## src/rtl/riscv_pkg.sv

```systemverilog
// Shared RISC-V pipeline constants: opcodes, load/store width encodings,
// and the memory-access stage state type.
package riscv_pkg;

  localparam logic [6:0] R_TYPE = 7'b0110011;
  localparam logic [6:0] I_TYPE = 7'b0010011;
  localparam logic [6:0] LOAD   = 7'b0000011;
  localparam logic [6:0] STORE  = 7'b0100011;

  localparam logic [2:0] F3_B  = 3'b000;
  localparam logic [2:0] F3_H  = 3'b001;
  localparam logic [2:0] F3_W  = 3'b010;
  localparam logic [2:0] F3_BU = 3'b100;
  localparam logic [2:0] F3_HU = 3'b101;

  typedef enum logic {
    IDLE     = 1'b0,
    WAIT_ACK = 1'b1
  } ma_state_t;

endpackage

```

## src/rtl/load_store_align.sv

```systemverilog
// Combinational lane logic for loads/stores: byte enables, replicated store
// data, misalignment/illegal-width flag and extended load data.
module load_store_align
  import riscv_pkg::*;
(
  input  logic [2:0]  funct3,
  input  logic [1:0]  addr_lo,
  input  logic        is_store,
  input  logic [31:0] rs2,
  input  logic [31:0] rdata,
  output logic [3:0]  be,
  output logic [31:0] wdata,
  output logic        misalign,
  output logic [31:0] ld_data
);

  logic [7:0]  byte_lane;
  logic [15:0] half_lane;

  // Pick the addressed byte / halfword out of the returned word
  always_comb begin
    byte_lane = rdata[7:0];
    case (addr_lo)
      2'd0: byte_lane = rdata[7:0];
      2'd1: byte_lane = rdata[15:8];
      2'd2: byte_lane = rdata[23:16];
      2'd3: byte_lane = rdata[31:24];
      default: byte_lane = rdata[7:0];
    endcase
    half_lane = addr_lo[1] ? rdata[31:16] : rdata[15:0];
  end

  // Decode width; unsigned widths are illegal for stores, unknown widths always
  always_comb begin
    be       = 4'b1111;
    wdata    = rs2;
    misalign = 1'b0;
    ld_data  = rdata;
    case (funct3)
      F3_B: begin
        be      = 4'b0001 << addr_lo;
        wdata   = {4{rs2[7:0]}};
        ld_data = {{24{byte_lane[7]}}, byte_lane};
      end
      F3_H: begin
        be       = 4'b0011 << addr_lo;
        wdata    = {2{rs2[15:0]}};
        misalign = addr_lo[0];
        ld_data  = {{16{half_lane[15]}}, half_lane};
      end
      F3_W: misalign = |addr_lo;
      F3_BU: begin
        misalign = is_store;
        ld_data  = {24'b0, byte_lane};
      end
      F3_HU: begin
        misalign = is_store | addr_lo[0];
        ld_data  = {16'b0, half_lane};
      end
      default: misalign = 1'b1;
    endcase
    // Loads always fetch the full word; lane selection happens on return
    if (!is_store) be = 4'b1111;
  end

endmodule

```

## src/rtl/mem_access.sv

```systemverilog
// Memory-access pipeline stage: forwards ALU results in one cycle and runs
// loads/stores over a req/ack data-memory port with a timeout.
module mem_access
  import riscv_pkg::*;
#(
  parameter int ACK_TIMEOUT = 16,
  parameter int CNT_W       = $clog2(ACK_TIMEOUT + 1)
) (
  input  logic        clk_100MHz,
  input  logic        reset,
  input  logic        valid_R1,
  input  logic [31:0] alu_result_R1,
  input  logic [31:0] rs2_data_R1,
  input  logic [31:0] instruction_fetched_R1,
  input  logic [4:0]  rd_1,
  output logic        stall_mem,
  output logic        dmem_req,
  output logic        dmem_we,
  output logic [31:0] dmem_addr,
  output logic [31:0] dmem_wdata,
  output logic [3:0]  dmem_be,
  input  logic        dmem_ack,
  input  logic [31:0] dmem_rdata,
  output logic [31:0] data_out_exe_R2,
  output logic [31:0] instruction_fetched_R2,
  output logic [4:0]  rd_2,
  output logic        misalign_err,
  output logic        bus_err
);

  ma_state_t   state_q, state_d;
  logic [CNT_W-1:0] cnt_q, cnt_d;
  logic [31:0] instr_q, instr_d;
  logic [4:0]  rd_q, rd_d;
  logic [1:0]  alo_q, alo_d;
  logic        req_q, req_d, we_q, we_d;
  logic [31:0] addr_q, addr_d, wdata_q, wdata_d;
  logic [3:0]  be_q, be_d;
  logic [31:0] r2_data_q, r2_data_d, r2_instr_q, r2_instr_d;
  logic [4:0]  r2_rd_q, r2_rd_d;
  logic        mis_q, mis_d, bus_q, bus_d;
  logic        stall;

  // In IDLE the lane logic looks at the incoming instruction; while waiting
  // it looks at the latched one so the returned word is extended correctly.
  logic        in_idle, is_load, is_store, misalign;
  logic [6:0]  cur_op;
  logic [2:0]  cur_f3;
  logic [1:0]  cur_alo;
  logic [3:0]  be_c;
  logic [31:0] wdata_c, ld_data;

  assign in_idle  = (state_q == IDLE);
  assign cur_op   = in_idle ? instruction_fetched_R1[6:0]   : instr_q[6:0];
  assign cur_f3   = in_idle ? instruction_fetched_R1[14:12] : instr_q[14:12];
  assign cur_alo  = in_idle ? alu_result_R1[1:0]            : alo_q;
  assign is_load  = (cur_op == LOAD);
  assign is_store = (cur_op == STORE);

  load_store_align u_align (
    .funct3   (cur_f3),
    .addr_lo  (cur_alo),
    .is_store (is_store),
    .rs2      (rs2_data_R1),
    .rdata    (dmem_rdata),
    .be       (be_c),
    .wdata    (wdata_c),
    .misalign (misalign),
    .ld_data  (ld_data)
  );

  // Next-state, request and R2 computation; R2 defaults to a bubble
  always_comb begin
    state_d    = state_q;
    cnt_d      = cnt_q;
    instr_d    = instr_q;
    rd_d       = rd_q;
    alo_d      = alo_q;
    req_d      = req_q;
    we_d       = we_q;
    addr_d     = addr_q;
    be_d       = be_q;
    wdata_d    = wdata_q;
    r2_data_d  = '0;
    r2_instr_d = '0;
    r2_rd_d    = '0;
    mis_d      = 1'b0;
    bus_d      = 1'b0;
    stall      = 1'b0;
    case (state_q)
      IDLE: begin
        if (valid_R1) begin
          if (!(is_load || is_store)) begin
            r2_data_d  = alu_result_R1;
            r2_instr_d = instruction_fetched_R1;
            r2_rd_d    = rd_1;
          end else if (misalign) begin
            mis_d = 1'b1;
          end else begin
            stall   = 1'b1;
            instr_d = instruction_fetched_R1;
            rd_d    = rd_1;
            alo_d   = alu_result_R1[1:0];
            req_d   = 1'b1;
            we_d    = is_store;
            addr_d  = {alu_result_R1[31:2], 2'b00};
            be_d    = be_c;
            wdata_d = wdata_c;
            cnt_d   = '0;
            state_d = WAIT_ACK;
          end
        end
      end
      WAIT_ACK: begin
        stall = 1'b1;
        if (dmem_ack) begin
          req_d      = 1'b0;
          state_d    = IDLE;
          r2_data_d  = we_q ? 32'd0 : ld_data;
          r2_instr_d = instr_q;
          r2_rd_d    = rd_q;
        end else if (cnt_q == CNT_W'(ACK_TIMEOUT - 1)) begin
          req_d   = 1'b0;
          bus_d   = 1'b1;
          state_d = IDLE;
        end else begin
          cnt_d = cnt_q + CNT_W'(1);
        end
      end
      default: state_d = IDLE;
    endcase
  end

  // Stage registers; async reset drops the request immediately
  always_ff @(posedge clk_100MHz or negedge reset) begin
    if (!reset) begin
      state_q    <= IDLE;
      cnt_q      <= '0;
      instr_q    <= '0;
      rd_q       <= '0;
      alo_q      <= '0;
      req_q      <= 1'b0;
      we_q       <= 1'b0;
      addr_q     <= '0;
      be_q       <= '0;
      wdata_q    <= '0;
      r2_data_q  <= '0;
      r2_instr_q <= '0;
      r2_rd_q    <= '0;
      mis_q      <= 1'b0;
      bus_q      <= 1'b0;
    end else begin
      state_q    <= state_d;
      cnt_q      <= cnt_d;
      instr_q    <= instr_d;
      rd_q       <= rd_d;
      alo_q      <= alo_d;
      req_q      <= req_d;
      we_q       <= we_d;
      addr_q     <= addr_d;
      be_q       <= be_d;
      wdata_q    <= wdata_d;
      r2_data_q  <= r2_data_d;
      r2_instr_q <= r2_instr_d;
      r2_rd_q    <= r2_rd_d;
      mis_q      <= mis_d;
      bus_q      <= bus_d;
    end
  end

  assign stall_mem              = stall;
  assign dmem_req               = req_q;
  assign dmem_we                = we_q;
  assign dmem_addr              = addr_q;
  assign dmem_wdata             = wdata_q;
  assign dmem_be                = be_q;
  assign data_out_exe_R2        = r2_data_q;
  assign instruction_fetched_R2 = r2_instr_q;
  assign rd_2                   = r2_rd_q;
  assign misalign_err           = mis_q;
  assign bus_err                = bus_q;

endmodule

```

## config.mk

```make
export PLATFORM = sky130hd
export DESIGN_NAME = mem_access
export DESIGN_NICKNAME = d
export VERILOG_FILES = /design/src/rtl/riscv_pkg.sv /design/src/rtl/load_store_align.sv /design/src/rtl/mem_access.sv
export SDC_FILE = /design/constraint.sdc
export NUM_CORES = 1
export LEC_CHECK = 0
export BUFFER_PORTS_ARGS = -buffer_cell sky130_fd_sc_hd__buf_2
export CORE_UTILIZATION = 30
export CTS_BUF_LIST = sky130_fd_sc_hd__clkbuf_4 sky130_fd_sc_hd__clkbuf_8
export DETAILED_ROUTE_END_ITERATION = 7
export SLEW_MARGIN = 20
export SYNTH_ARGS = -nofsm -noshare
export SYNTH_HDL_FRONTEND = slang
export SYNTH_HIERARCHICAL = 1
export SYNTH_SLANG_ARGS = --single-unit
```

## constraint.sdc

```tcl
create_clock -name clk_100MHz -period 6.7 [get_ports clk_100MHz]
set_input_delay 0.67 -clock clk_100MHz [delete_from_list [all_inputs] [get_ports clk_100MHz]]
set_output_delay 0.67 -clock clk_100MHz [all_outputs]
set_load 0.02 [all_outputs]
```

== Word-level counts from Yosys, hierarchy flattened ==
Cells that the tools add are included.
Word-level totals
  bits in registers: 184
  input bits: 137
  word-level logic and storage cells: 93
Cells by class
  add/subtract/negate cells: 1
  eq/ne operators: 16
  shifts and indexed selects: 2
  mux-type cells: 49
  bitwise logic cells: 3
  reductions and logical operators: 7
Operators with widths (number)
  32-bit 2-to-1 mux: 7
  32-bit case mux with 2 select lines: 3
  32-bit case mux with 4 select lines: 1
  5-bit 2-to-1 mux: 8
  8-bit case mux with 4 select lines: 1
  5-bit case mux with 2 select lines: 2
  1-bit 2-to-1 mux: 17
  16-bit 2-to-1 mux: 1
  2-bit != test (second input constant): 4
  4-bit case mux with 2 select lines: 1
  4-bit AND reduction: 2
  7-bit by 2-bit == test with 1-bit output (second input constant): 1
  7-bit by 6-bit == test with 1-bit output (second input constant): 1
  7-bit 2-to-1 mux: 1
  3-bit == test (second input constant): 2
  1-bit case mux with 2 select lines: 3
  5-bit by 1-bit adder with 5-bit output (second input constant): 1
  5-bit by 4-bit == test with 1-bit output (second input constant): 1
  1-bit case mux with 5 select lines: 1
  5-bit AND reduction: 1
  2-bit == test (second input constant): 2
  4-bit 2-to-1 mux: 1
  1-bit by 2-bit << shifter with 4-bit output (first input constant): 1
  2-bit by 2-bit << shifter with 4-bit output (first input constant): 1
  other kinds (13): 14

== Logic depth before layout (Yosys ltp) ==
  depth in word-level cells: 8
  mapped depth: 11
  gate-level depth less buffers: 8

== Modules after synthesis ==
The synthesis kept the hierarchy.
Modules (own cells, without submodules)
  mem_access: times used 1, cells an instance 459, area an instance 7155.6 µm², seq. area each 4604.4 µm²
  load_store_align: times used 1, cells an instance 172, area an instance 1096.1 µm², seq. area each 0.0 µm²

== Worst setup path before layout ==
Ideal clock, no wire load.
  path type: register -> output
  start: register state_q
  end: output port stall_mem
  arrival time: 2065 ps
  path slack: 3965 ps
  stages on the path, launching flop included: 9
  cell sequence: dfrtp_1 > buf_2 > mux2_2 > buf_2 > buf_1 > nor2_1 > a21oi_1 > inv_1 > a41o_1
Between the ends
  elaborated cells on any way between the ends: 19
  those cells by class: eq/ne: 6; mux: 8; bitwise: 2; reduce/logical: 3
RTL lines
  start: declaration: line mem_access.sv:31  | ma_state_t state_q, state_d;
  start signal: assignment: line mem_access.sv:153  | state_q <= state_d;
  3-bit 2-to-1 mux *: line mem_access.sv:55  | assign cur_f3 = in_idle ? instruction_fetched_R1[14:12] : instr_q[14:12];
  net cur_f3[0]: line mem_access.sv:48  | logic [2:0] cur_f3;
  3-bit == test (tied with other cells): line load_store_align.sv:39  | case (funct3)
  1-bit case mux with 5 select lines *: line load_store_align.sv:39
  net misalign: line mem_access.sv:46  | logic in_idle, is_load, is_store, misalign;
  1-bit 2-to-1 mux *: line mem_access.sv:97  | end else if (misalign) begin
  1-bit 2-to-1 mux *: line mem_access.sv:93  | if (!(is_load || is_store)) begin
  1-bit 2-to-1 mux *: line mem_access.sv:92  | if (valid_R1) begin
  1-bit case mux with 2 select lines *: line mem_access.sv:90  | case (state_q)
  end: declaration: line mem_access.sv:16  | output logic stall_mem,
The timed path passes the listed nets; every way through them passes the cells marked *.

== Worst setup path in the final report ==
  start: register state_q
  end: output port stall_mem
Between the ends
  word-level cells in the longest chain between the ends: 8
  elaborated cells on any way between the ends: 19
  those cells by class: eq/ne: 6; mux: 8; bitwise: 2; reduce/logical: 3
RTL lines
  7-bit 2-to-1 mux *: line mem_access.sv:54  | assign cur_op = in_idle ? instruction_fetched_R1[6:0] : instr_q[6:0];
  7-bit by 6-bit == test with 1-bit output *: line mem_access.sv:58  | assign is_store = (cur_op == STORE);
  net is_store: line mem_access.sv:46
  1-bit bitwise OR: line load_store_align.sv:57  | misalign = is_store | addr_lo[0];
  1-bit case mux with 5 select lines *: line load_store_align.sv:39
  net misalign: line mem_access.sv:46
  1-bit 2-to-1 mux *: line mem_access.sv:97
  1-bit 2-to-1 mux *: line mem_access.sv:93
  1-bit 2-to-1 mux *: line mem_access.sv:92
  1-bit case mux with 2 select lines *: line mem_access.sv:90
Marked as above.

==> impl_metrics.env <==
export IMPL_clk_latency_ps=450
export IMPL_post_drt_wl_per_cell_um=18.5
export IMPL_crit_start="state_q$_DFF_PN0_"
export IMPL_final_layout_size_suffix_gt1_frac=0.440
export IMPL_hpwl_mm=15.8
export IMPL_dieArea_um2=28200
export IMPL_vias=6042
export IMPL_layout_nets=1018
export IMPL_fmax_mhz=287
export IMPL_cts_root_buf="clkbuf_8"
export IMPL_relSlewSlack=0.340
export IMPL_core_um2=27000
export IMPL_worst_pin_slew_ps=990
export IMPL_period_minus_slack_ps=3480
export IMPL_place_congestion=0.739
export IMPL_final_util=0.378
export IMPL_setup_tns_ps=0
export IMPL_drt_wl_total_mm=22.8
export IMPL_cts_tree="built"
export IMPL_cts_num_sinks=184
export IMPL_critPathLaunchType="register"
export IMPL_crit_reg2reg_launch="state_q$_DFF_PN0_"
export IMPL_cts_setup_buffers=0
export IMPL_rrSetupSlack_ps=3310
export IMPL_synth_edf_count=0
export IMPL_leakage_nw=5.42
export IMPL_rows=60
export IMPL_path_cells="inv_2 > nand2_1 > o22ai_1 > a221oi_1 > a21oi_1 > inv_1 > a41o_1 > buf_2"
export IMPL_ys_seq_area_frac=0.558
export IMPL_cts_resized=0
export IMPL_drtIter0Drc=336
export IMPL_finalHoldViolCount=0
export IMPL_vias_per_cell=4.89
export IMPL_p_per_area_nw_per_um2=225
export IMPL_cap_violations=0
export IMPL_yosysWarnings=6
export IMPL_period_share=0.520
export IMPL_port_buffers=276
export IMPL_synth_seq_cells=184
export IMPL_end_kind="primary output"
export IMPL_vdd_ir_drop_max_mv=0.107
export IMPL_grt_overflow_total=0
export IMPL_setup_violations=0
export IMPL_synth_async_reset_ratio=1.00
export IMPL_grt_pass1_vias=6054
export IMPL_reg2reg_depth=8
export IMPL_grt_max_degree=115
export IMPL_firstDrtPassIters=4
export IMPL_syn_to_final_growth_pct=23.6
export IMPL_power_internal_mw=1.61
export IMPL_pwr_share_seq=0.529
export IMPL_path_class="reg2out"
export IMPL_antenna_found_initial=3
export IMPL_worstPathRequired_ps=6030
export IMPL_power_switching_share=0.297
export IMPL_start_util=0.306
export IMPL_path_clk_slew_ps=100
export IMPL_max_stage_delay_ps=560
export IMPL_endpoint="stall_mem"
export IMPL_cts_hold_buffers=0
export IMPL_rsz0062_at_grt="no"
export IMPL_status="complete, no violations"
export IMPL_grt_use_total=0.162
export IMPL_finClkSkew_ps=11.3
export IMPL_drc=0
export IMPL_pwr_share_comb=0.164
export IMPL_ys_flop_type="dfrtp_1"
export IMPL_synth_cell_area_um2=8250
export IMPL_pin_count=279
export IMPL_hp_class="in2async"
export IMPL_p_sw_mw=0.682
export IMPL_slew_violations=0
export IMPL_syn_avg_cell_area_um2=13.1
export IMPL_clk_path_buf_depth=2
export IMPL_r2r_end="dmem_addr[30]$_DFFE_PN0P_"
export IMPL_power_share_clock=0.306
export IMPL_antenna_left=0
export IMPL_synth_cells=631
export IMPL_synth_cell_types=51
export IMPL_die_h_um=168
export IMPL_crit_arrival_ps=2810
export IMPL_grt_pass1_wl_mm=35.0
export IMPL_slowest_stage="inv_2"
export IMPL_h_tree_depth=4
export IMPL_die_x_um=168
export IMPL_path_max_fanout=37
export IMPL_cts_buffers=17
-- logic make-up (layout without fill, tap and decap cells) --
group / Yosys count / in the layout / synth area share
AO/OA/AOI/OAI: 117 / 117 / 0.114
flip-flops: 184 / 184 / 0.558
AND/OR/NAND/NOR: 129 / 129 / 0.0785
buffers and inverters: 60 / 319 / 0.0423
adder cells (fa/ha/maj): 2 / 2 / 0.00303
other: 1 / 5 / 0.000454
multiplexers: 138 / 138 / 0.204
-- registers in the layout, indices dropped and copies added (netlist names) --
name / flops
state_q: 1
dmem_wdata: 32
dmem_addr: 30
instruction_fetched_R2: 32
dmem_req: 1
data_out_exe_R2: 32
rd_2: 5
dmem_be: 4
instr_q: 32
rd_q: 5
misalign_err: 1
dmem_we: 1
alo_q: 2
cnt_q: 5
bus_err: 1
-- area by class of cell --
cell class | instances | area, µm²
clock inverter | 12 | 95.1
multi-input combinational | 388 | 3330
clock buffer | 19 | 255
inverter | 4 | 15.0
timing repair buffer | 284 | 1460
sequential | 184 | 4600
fill | 2679 | 16800
antenna | 3 | 7.51
tap | 341 | 427
-- how the worst min path moves through the flow --
stage | startpoint | to | slack (ps) | cells after the start
floorplan | reset | alo_q[0]$_DFFE_PN0P_ | 370 | 0
global placement | dmem_addr[4]$_DFFE_PN0P_ | dmem_addr[4]$_DFFE_PN0P_ | 470 | 1
detailed placement | dmem_addr[6]$_DFFE_PN0P_ | dmem_addr[6]$_DFFE_PN0P_ | 480 | 1
CTS | reset | instruction_fetched_R2[29]$_DFF_PN0_ | 360 | 1
global route | reset | instruction_fetched_R2[29]$_DFF_PN0_ | 360 | 1
finish | reset | instruction_fetched_R2[29]$_DFF_PN0_ | 280 | 1
-- power groups by stage --
stage                     Clock [mW]  Sequential (mW)  Combinational, mW
after floorplan                    0             1.30              0.146
after global placement             0             1.24              0.378
after detailed placement           0             1.24              0.382
after CTS                      0.735             1.22              0.383
after global routing           0.776             1.22              0.409
final                          0.703             1.21              0.377
-- worst max-delay path: cells and delay by family, from the launching register on --
| family | cells | cell delay [ps] |
|---|---|---|
| AO/OA/AOI/OAI | 4 | 940 |
| buffers and inverters | 3 | 850 |
| flip-flops | 1 | 470 |
| AND/OR/NAND/NOR | 1 | 100 |
-- metrics by stage --
stage,hold WS (ps),std cells,power [mW],cell area (µm²),worst slack (ps)
floorplan,374,632,1.45,8260,3960
global placement,468,1200,1.61,9820,2960
detailed placement,476,1200,1.62,9820,2830
CTS,356,1231,2.33,10200,2920
global route,365,1233,2.41,10200,3040
finish,277,1235,2.29,10200,3220
-- synthesized netlist by cell type, drive strengths merged, types with 2 or more instances --
library cell	number	area [µm²]
a21oi	15	75.1
a22o	32	280
a22oi	3	22.5
a31o	3	26.3
a32o	30	300
and2	5	31.3
and3	6	37.5
buf	42	282
clkbuf	14	52.6
dfrtp	184	4600
ha	2	25.0
inv	4	15.0
mux2	124	1530
mux2i	13	130
nand2	62	240
nand2b	7	43.8
nand3	12	65.1
nand4b	3	26.3
nor2	16	62.6
nor2b	8	50.1
nor3	3	26.3
nor3b	4	35.0
o211ai	7	52.6
o21ai	16	80.1
o21bai	2	15.0
o22ai	2	12.5
-- layer usage --
metal | track usage | up-vias | wire, µm
met5 | 0 | - | 12
met1 | 0.202 | 3059 | 10100
met2 | 0.277 | 193 | 11100
met3 | 0.0435 | 18 | 1330
met4 | 0.0427 | 2 | 274
li1 | - | 2770 | -
-- layout by cell type (no fill, tap or decap), types with 11 or more instances in the layout --
master | Yosys | routed
buf_2 | 21 | 275
dfrtp_1 | 184 | 184
mux2_1 | 63 | 63
nand2_1 | 61 | 61
mux2_4 | 36 | 36
a22o_1 | 32 | 32
a32o_1 | 30 | 30
mux2_2 | 25 | 25
clkbuf_8 | 0 | 19
o21ai_0 | 15 | 15
nor2_1 | 15 | 14
a21oi_1 | 15 | 14
mux2i_1 | 13 | 13
nand3_1 | 11 | 11
Power figures use the tool's default switching activity.
